`src/rtl/program_counter_ctrl.sv`:
```
// program_counter_ctrl
// Program counter and fetch sequencer for the single-cycle datapath.
// Holds the instruction address, advances it every RUN cycle, and redirects
// it on a taken branch steered by the ALU's registered condition flag.
// Start/Halt sequence the IDLE -> RUN -> DONE lifecycle.
//
// Optional feature: define PC_CYCLE_COUNT_EN to add the 16-bit saturating
// CycleCount output that counts RUN cycles since the last accepted Start.
module program_counter_ctrl #(
  parameter int W          = 10,
  parameter int START_ADDR = 0
) (
  input  logic         Clk,
  input  logic         Reset,
  input  logic         Start,
  input  logic         Halt,
  input  logic         Stall,
  input  logic         BranchEn,
  input  logic         BranchRel,
  input  logic [W-1:0] Target,
  input  logic         Cond,
  output logic [W-1:0] ProgCtr,
  output logic         Running,
  output logic         Done
`ifdef PC_CYCLE_COUNT_EN
  ,
  output logic [15:0]  CycleCount
`endif
);

  typedef enum logic [1:0] {
    IDLE = 2'd0,
    RUN  = 2'd1,
    DONE = 2'd2
  } state_t;

  localparam logic [W-1:0] START_PC = W'(START_ADDR);
  localparam logic [W-1:0] PC_ONE   = {{(W-1){1'b0}}, 1'b1};

  state_t         state_r;
  state_t         state_s;
  logic [W-1:0]   pc_r;
  logic [W-1:0]   pc_s;
  logic           running_r;
  logic           done_r;

  // Next-state and next-PC selection; Stall > Halt > taken branch > increment.
  always_comb begin
    state_s = state_r;
    pc_s    = pc_r;
    case (state_r)
      IDLE: begin
        pc_s = START_PC;
        if (Start) begin
          state_s = RUN;
        end else begin
          state_s = IDLE;
        end
      end
      RUN: begin
        if (Stall) begin
          pc_s = pc_r;
        end else if (Halt) begin
          // Stop with the PC parked on the halt instruction.
          state_s = DONE;
          pc_s    = pc_r;
        end else if (BranchEn && Cond) begin
          if (BranchRel) begin
            // Modulo-2^W add: a two's-complement offset wraps naturally.
            pc_s = pc_r + Target;
          end else begin
            pc_s = Target;
          end
        end else begin
          pc_s = pc_r + PC_ONE;
        end
      end
      DONE: begin
        if (Start) begin
          state_s = RUN;
          pc_s    = START_PC;
        end else begin
          state_s = DONE;
          pc_s    = pc_r;
        end
      end
      default: begin
        state_s = IDLE;
        pc_s    = START_PC;
      end
    endcase
  end

  // State, PC and registered state decodes; async reset returns to IDLE.
  always_ff @(posedge Clk or posedge Reset) begin
    if (Reset) begin
      state_r   <= IDLE;
      pc_r      <= START_PC;
      running_r <= 1'b0;
      done_r    <= 1'b0;
    end else begin
      state_r   <= state_s;
      pc_r      <= pc_s;
      running_r <= (state_s == RUN);
      done_r    <= (state_s == DONE);
    end
  end

  assign ProgCtr = pc_r;
  assign Running = running_r;
  assign Done    = done_r;

`ifdef PC_CYCLE_COUNT_EN
  logic        start_accept_s;
  logic [15:0] cnt_r;
  logic [15:0] cnt_s;

  // Cycle counter next value: clear on accepted Start, saturating count in RUN.
  always_comb begin
    cnt_s          = cnt_r;
    start_accept_s = Start && ((state_r == IDLE) || (state_r == DONE));
    if (start_accept_s) begin
      cnt_s = 16'h0000;
    end else if ((state_r == RUN) && (cnt_r != 16'hFFFF)) begin
      cnt_s = cnt_r + 16'h0001;
    end else begin
      cnt_s = cnt_r;
    end
  end

  // Cycle counter register.
  always_ff @(posedge Clk or posedge Reset) begin
    if (Reset) begin
      cnt_r <= 16'h0000;
    end else begin
      cnt_r <= cnt_s;
    end
  end

  assign CycleCount = cnt_r;
`endif

endmodule

```
`config.mk`:
```
export PLATFORM = sky130hd
export DESIGN_NAME = program_counter_ctrl
export DESIGN_NICKNAME = d
export VERILOG_FILES = /design/src/rtl/program_counter_ctrl.sv
export SDC_FILE = /design/constraint.sdc
export NUM_CORES = 1
export LEC_CHECK = 0
export ABC_CLOCK_PERIOD_IN_PS = 2000
export CORE_MARGIN = 3
export CORE_UTILIZATION = 35
export DETAILED_ROUTE_END_ITERATION = 16
export PLACE_DENSITY_LB_ADDON = 0.12
export SLEW_MARGIN = 40
export SYNTH_ARGS = -nofsm -noshare
export SYNTH_HDL_FRONTEND = slang
export SYNTH_SLANG_ARGS = --single-unit
```
`constraint.sdc`:
```
create_clock -name Clk -period 2 [get_ports Clk]
set_input_delay 0.5 -clock Clk [delete_from_list [all_inputs] [get_ports Clk]]
set_output_delay 0.5 -clock Clk [all_outputs]
set_load 0.02 [all_outputs]
```
======== Word-level counts from Yosys, hierarchy flattened ========
Cells that the tools add are included.
operators by class
  add/subtract/negate cells ............... 2
  $mul .................................... 0
  div/mod/pow operators ................... 0
  $lt $le $gt $ge ......................... 0
  equal/unequal tests ..................... 7
  shift operators ......................... 0
  muxes and demuxes ....................... 11
  bitwise logic cells ..................... 0
  reduce and logical (&&, ||, !) cells .... 3
operator list
  operator                                                          count
  10-bit 2-to-1 mux                                                 5
  10-bit one-hot mux with 2 select lines                            1
  10-bit by 1-bit adder with 10-bit output (second input constant)  1
  10-bit adder                                                      1
  2-bit 2-to-1 mux                                                  3
  2-bit != test (second input constant)                             3
  2-bit one-hot mux with 3 select lines                             1
  2-bit by 1-bit == test with 1-bit output (second input constant)  2
  2-bit == test (second input constant)                             2
  3-bit AND reduction                                               1
  2-bit zero test                                                   1
  1-bit logical AND                                                 1
  1-bit 2-to-1 mux                                                  1
word-level totals
  bits in registers ....................... 14
  bits in latches ......................... 0
  memory bits (writable) .................. 0
  ROM bits ................................ 0
  output and inout port bits .............. 12
  memories kept ........................... 0

======== Logic depth before layout (Yosys ltp) ========
  depth in word-level cells ............... 6
  depth in mapped cells ................... 10

======== Worst setup path after synthesis ========
No wires, ideal clock.
  path type ............................... register to register
  start point ............................. register pc_r[0] (netlist: ProgCtr[0])
  end point ............................... register pc_r[8] (netlist: ProgCtr[8])
  setup time .............................. 0.064 ns
  arrival time ............................ 2.165 ns
  setup slack ............................. -0.229 ns
  cell stages (with the launch flop) ...... 11
  buffers on the path ..................... 0
  period minus slack after synthesis ...... 2.229 ns
  cell sequence ........................... dfrtp_1 ha_1 inv_1 fa_1 nor2b_1 o21ai_1 a211oi_1 or3_1 a31oi_1 a221oi_1 a21o_1
on the way
  word-level cells in the longest chain between the ends .. 6
RTL lines
  item                                        RTL line  source
  start, declared                             42        logic [W-1:0] pc_r;
  start signal, assigned                      103       pc_r <= pc_s;
  10-bit adder                                70        pc_s = pc_r + Target;
  10-bit 2-to-1 mux                           68        if (BranchRel) begin
  10-bit 2-to-1 mux (*)                       67        end else if (BranchEn && Cond) begin
  10-bit 2-to-1 mux (*)                       63        end else if (Halt) begin
  10-bit 2-to-1 mux (*)                       61        if (Stall) begin
  10-bit one-hot mux with 2 select lines (*)  51        case (state_r)
Every way passes the cells marked *; elsewhere a longest branch is shown, timed or not. The select of a mux whose other input is x is not followed.
A chain may end at the register's enable or synchronous reset.

======== Worst setup path in the final report ========
  start point ............................. input Target[6]
  end point ............................... register pc_r[9] (netlist: ProgCtr[9])
on the way
  word-level cells in the longest chain between the ends .. 6
RTL lines
  item                                    RTL line  source
  start, declared                         20        input logic [W-1:0] Target,
  10-bit adder                            70
  10-bit 2-to-1 mux                       68
  10-bit 2-to-1 mux                       67
  10-bit 2-to-1 mux                       63
  10-bit 2-to-1 mux                       61
  10-bit one-hot mux with 2 select lines  51
Every way passes these cells. The select of a mux whose other input is x is not followed.

==> results.ini <==
[run_status]
status = complete, but fails checks
violations = setup timing

[floorplanning]
rows = 21
initial_core_util_pct = 37.1
chipHeight_um = 66.2
die_w_um = 66.2
dieArea_um2 = 4380
design.core.area_um2 = 3420
io_pins = 30

[cells_and_area]
syn2layout_area_growth_pct = 66.3
num_antenna_cells = 0
drive_gt1_share_pct = 36.0
fillers = 311
nNetsFinal = 252
fin_cells = 268

[clock_tree]
clk_latency_ns = 0.29
cts_inserted_buffers = 3
cts.sinks = 14
cts_root_buf = clkbuf_4
clockBufferDepth = 2
clk_pin_slew_ns = 0.10
cts_max_level = 1
cts_tree = yes

[drt]
firstDrtPassIters = 4
wirelength_um = 4050
via_per_inst = 5.30
vias = 1420
wl_per_cell_um = 15.1
drc = 0
drt_iter0_markers = 68
final_antenna_net_count = 0

[sta]
setup_slack_ns = -0.0577
hold_violations = 0
post-route-min-period_ns = 2.06
worst_pin_slew_ns = 0.553
max_slew_margin_pct = 63.1
slew_viol_final = 0
setup-violations-final = 3
post-route-period-util_pct = 103
fin_skew_ns = 0.00751
max_freq_mhz = 486
grt_setup_unrepaired = yes

[critical_path]
end_kind = register
timing.reg2reg.setup_slack_ns = -0.05
worstPathMaxFanout = 2
cp.required_ns = 2.19
crit_chain = clkdlybuf4s15_2, ha_4, a21o_1, a31o_1, or4_4, o21ai_4, nor3_4, a31oi_1, o21ai_1
timing.rr.end = ProgCtr[9]
reg2reg_depth = 8
rr_startpoint = ProgCtr[6]
start_kind = input pin
critical_path_arrival_ns = 2.25
max_stage_delay_ns = 0.44
critPathSlowestCell = or4_4
critPathKind = input pin to register

[grt]
grt_first_pass_wirelength_um = 6420
antenna_found_initial = 0
overflow = 0
grt_use_met1_pct = 22.6
met2_usage_pct = 35.6
top_usage_layer = met2
grt_pass1_vias = 1408
grt_use_met3_pct = 4.08
track_usage_pct = 19.3
grt_max_degree = 15

[synth]
ys_types = 37
synth_compound_area_share_pct = 25.4
synth_fp_nets = 184
ys_warn_count = 0
synth_cells = 155
synth.area.mux_share_pct = 6.71
synthesis.area_um2 = 1270
synthAdderAreaFrac_pct = 11.4
yosys.area_share.simple_pct = 21.4
synth_top_family_by_area = compound AO/OA/AOI/OAI gates
synth.ff_latch_count = 14
syn_area_per_cell_um2 = 8.19
synth-xor-area-share_pct = 4.14
yosysSeqAreaShare_pct = 27.6

[placed_design]
pre_cts_ws_ns = -0.723
gp_congestion = 0.841
dp_cells = 258
place_hpwl_um = 3110
portBuffers = 29

[power_and_ir_drop]
combPwrFrac_pct = 53.3
internal_power_w = 0.000788
p_switching_w = 0.000473
sw_frac_of_total_pct = 37.5
peakVddDrop_mv = 0.458
p_leak_nw = 1.02
seq_power_share_pct = 29.8
power_density_nw_per_um2 = 598
clkPwrFrac_pct = 16.9

[job]
maxCapViolCount = 0

[worst_hold_path]
holdCritStartpoint = state_r[0]
min_path_type = register to register
min_path_cells = 1
holdPathEnd = state_r[0]

-- cell usage in the layout, fill, tap and decap left out, types with 4 or more instances in the layout --
master and instances:
dfrtp_1 10, xnor2_1 4, a21o_1 6, nand2_1 9, dlygate4sd2_1 4, a21oi_1 6, o21ai_1 5, nor2_1 13
mux2i_1 4, nand2b_1 4, dfrtp_2 4, buf_4 35, and3_1 5, nand3_1 4, nor3_1 5, clkdlybuf4s50_1 16
dlymetal6s2s_1 4, o21ai_0 15, ha_4 8, inv_1 6
-- Yosys cell counts --
cell      number  area share [%]
a21o_1         6             3.6
nor3b_1        1            0.59
o21ai_2        2             1.4
a32o_1         1            0.79
o21ai_0       15             5.9
inv_1          8             2.4
a22oi_1        4             2.4
o21bai_1       2             1.2
a31o_1         1            0.69
nor2_1        13             3.8
mux2_2         4             3.6
a21oi_2        1            0.69
nor3_2         1            0.79
or4_1          1            0.59
dfrtp_1       14              28
and2_1         2            0.99
nand2b_1       4             2.0
nor3_1         5             2.0
a21oi_1        7             2.8
nor2b_1        2            0.99
clkbuf_1       2            0.59
ha_1          10             9.9
o21ai_1        7             2.8
and4_1         1            0.69
a31oi_1        3             1.5
nand2_1       10             3.0
fa_1           1             1.6
xnor2_1        4             2.8
or3_1          1            0.49
nand3_1        4             1.6
buf_1          1            0.30
mux2i_1        4             3.2
a211oi_1       2             1.2
a221oi_1       1            0.69
xor2_1         2             1.4
nand4_1        3             1.5
and3_1         5             2.5
-- how the worst max path moves through the flow --
stage / start / to / slack [ns] / depth (start not counted)
floorplan: Target[0] / ProgCtr[4] / -0.06 / 10
global placement: Target[0] / ProgCtr[8] / -0.68 / 11
detailed placement: Target[0] / ProgCtr[8] / -0.72 / 11
CTS: ProgCtr[6] / ProgCtr[9] / -0.11 / 8
global route: Target[5] / ProgCtr[8] / -0.12 / 10
finish: Target[6] / ProgCtr[9] / -0.06 / 9
-- registers in the layout, summed over array words and instances, names as in the netlist --
name and count:
Done 1, ProgCtr 10, Running 1, state_r 2
-- critical path: cells and delay by family --
kind / cells / cell delay [ns]
buffers and inverters: 1 / 0.21
and+or+nand+nor: 2 / 0.50
adders and majority gates: 1 / 0.24
AOI/OAI and AO/OA: 5 / 0.79
-- final cells by class --
class | count | area, um2 | share of cell area (%)
tap | 46 | 57.6 | 2.73
sequential | 14 | 355 | 16.8
timing repair buffer | 66 | 576 | 27.3
clock buffer | 4 | 36.3 | 1.72
multi-input combinational | 130 | 1050 | 50.0
inverter | 8 | 30.0 | 1.42
-- routing by layer --
layer	vias up	share of wire, %
met5	-	0
met4	0	1.1
met3	4	3.6
met2	33	52
met1	678	44
li1	705	-
-- power groups by stage --
stage	clock (W)	combinational [W]	sequential (W)
2_1_floorplan	0	0.000290	0.000427
3_3_place_gp	0	0.000606	0.000377
3_5_place_dp	0	0.000625	0.000378
4_1_cts	0.000221	0.000655	0.000376
5_1_grt	0.000232	0.000745	0.000382
6_report	0.000213	0.000672	0.000376
-- stage by stage --
step           utilization, %  hold WS (ns)  total power [W]  area (um2)  setup TNS [ns]
6_report                 61.8         0.513          0.00126        2110          -0.115
5_1_grt                  61.8         0.574          0.00136        2110          -0.348
4_1_cts                  59.6         0.513          0.00125        2030          -0.106
3_5_place_dp             55.7         0.495          0.00100        1900           -4.67
3_3_place_gp             55.7         0.490         0.000983        1900           -4.35
2_1_floorplan               -         0.389         0.000717        1320          -0.166
-- cells by family (layout without fill, tap and decap cells) --
kind of cell    after synthesis  count (layout)
compound gates               52              52
mux                           8               8
flops                        14              14
buf+inv                      11              78
simple gates                 53              53
xor+xnor                      6               6
fa+ha+maj                    11              11
-- what timing repair did --
item,in CTS,in global routing
endpoints found under the setup margin,7,8
pin swaps,18,15
buffers inserted,4,2
hold buffers,0,0
gates resized for setup,27,18
Note: power is estimated with default switching activity, not from simulation.
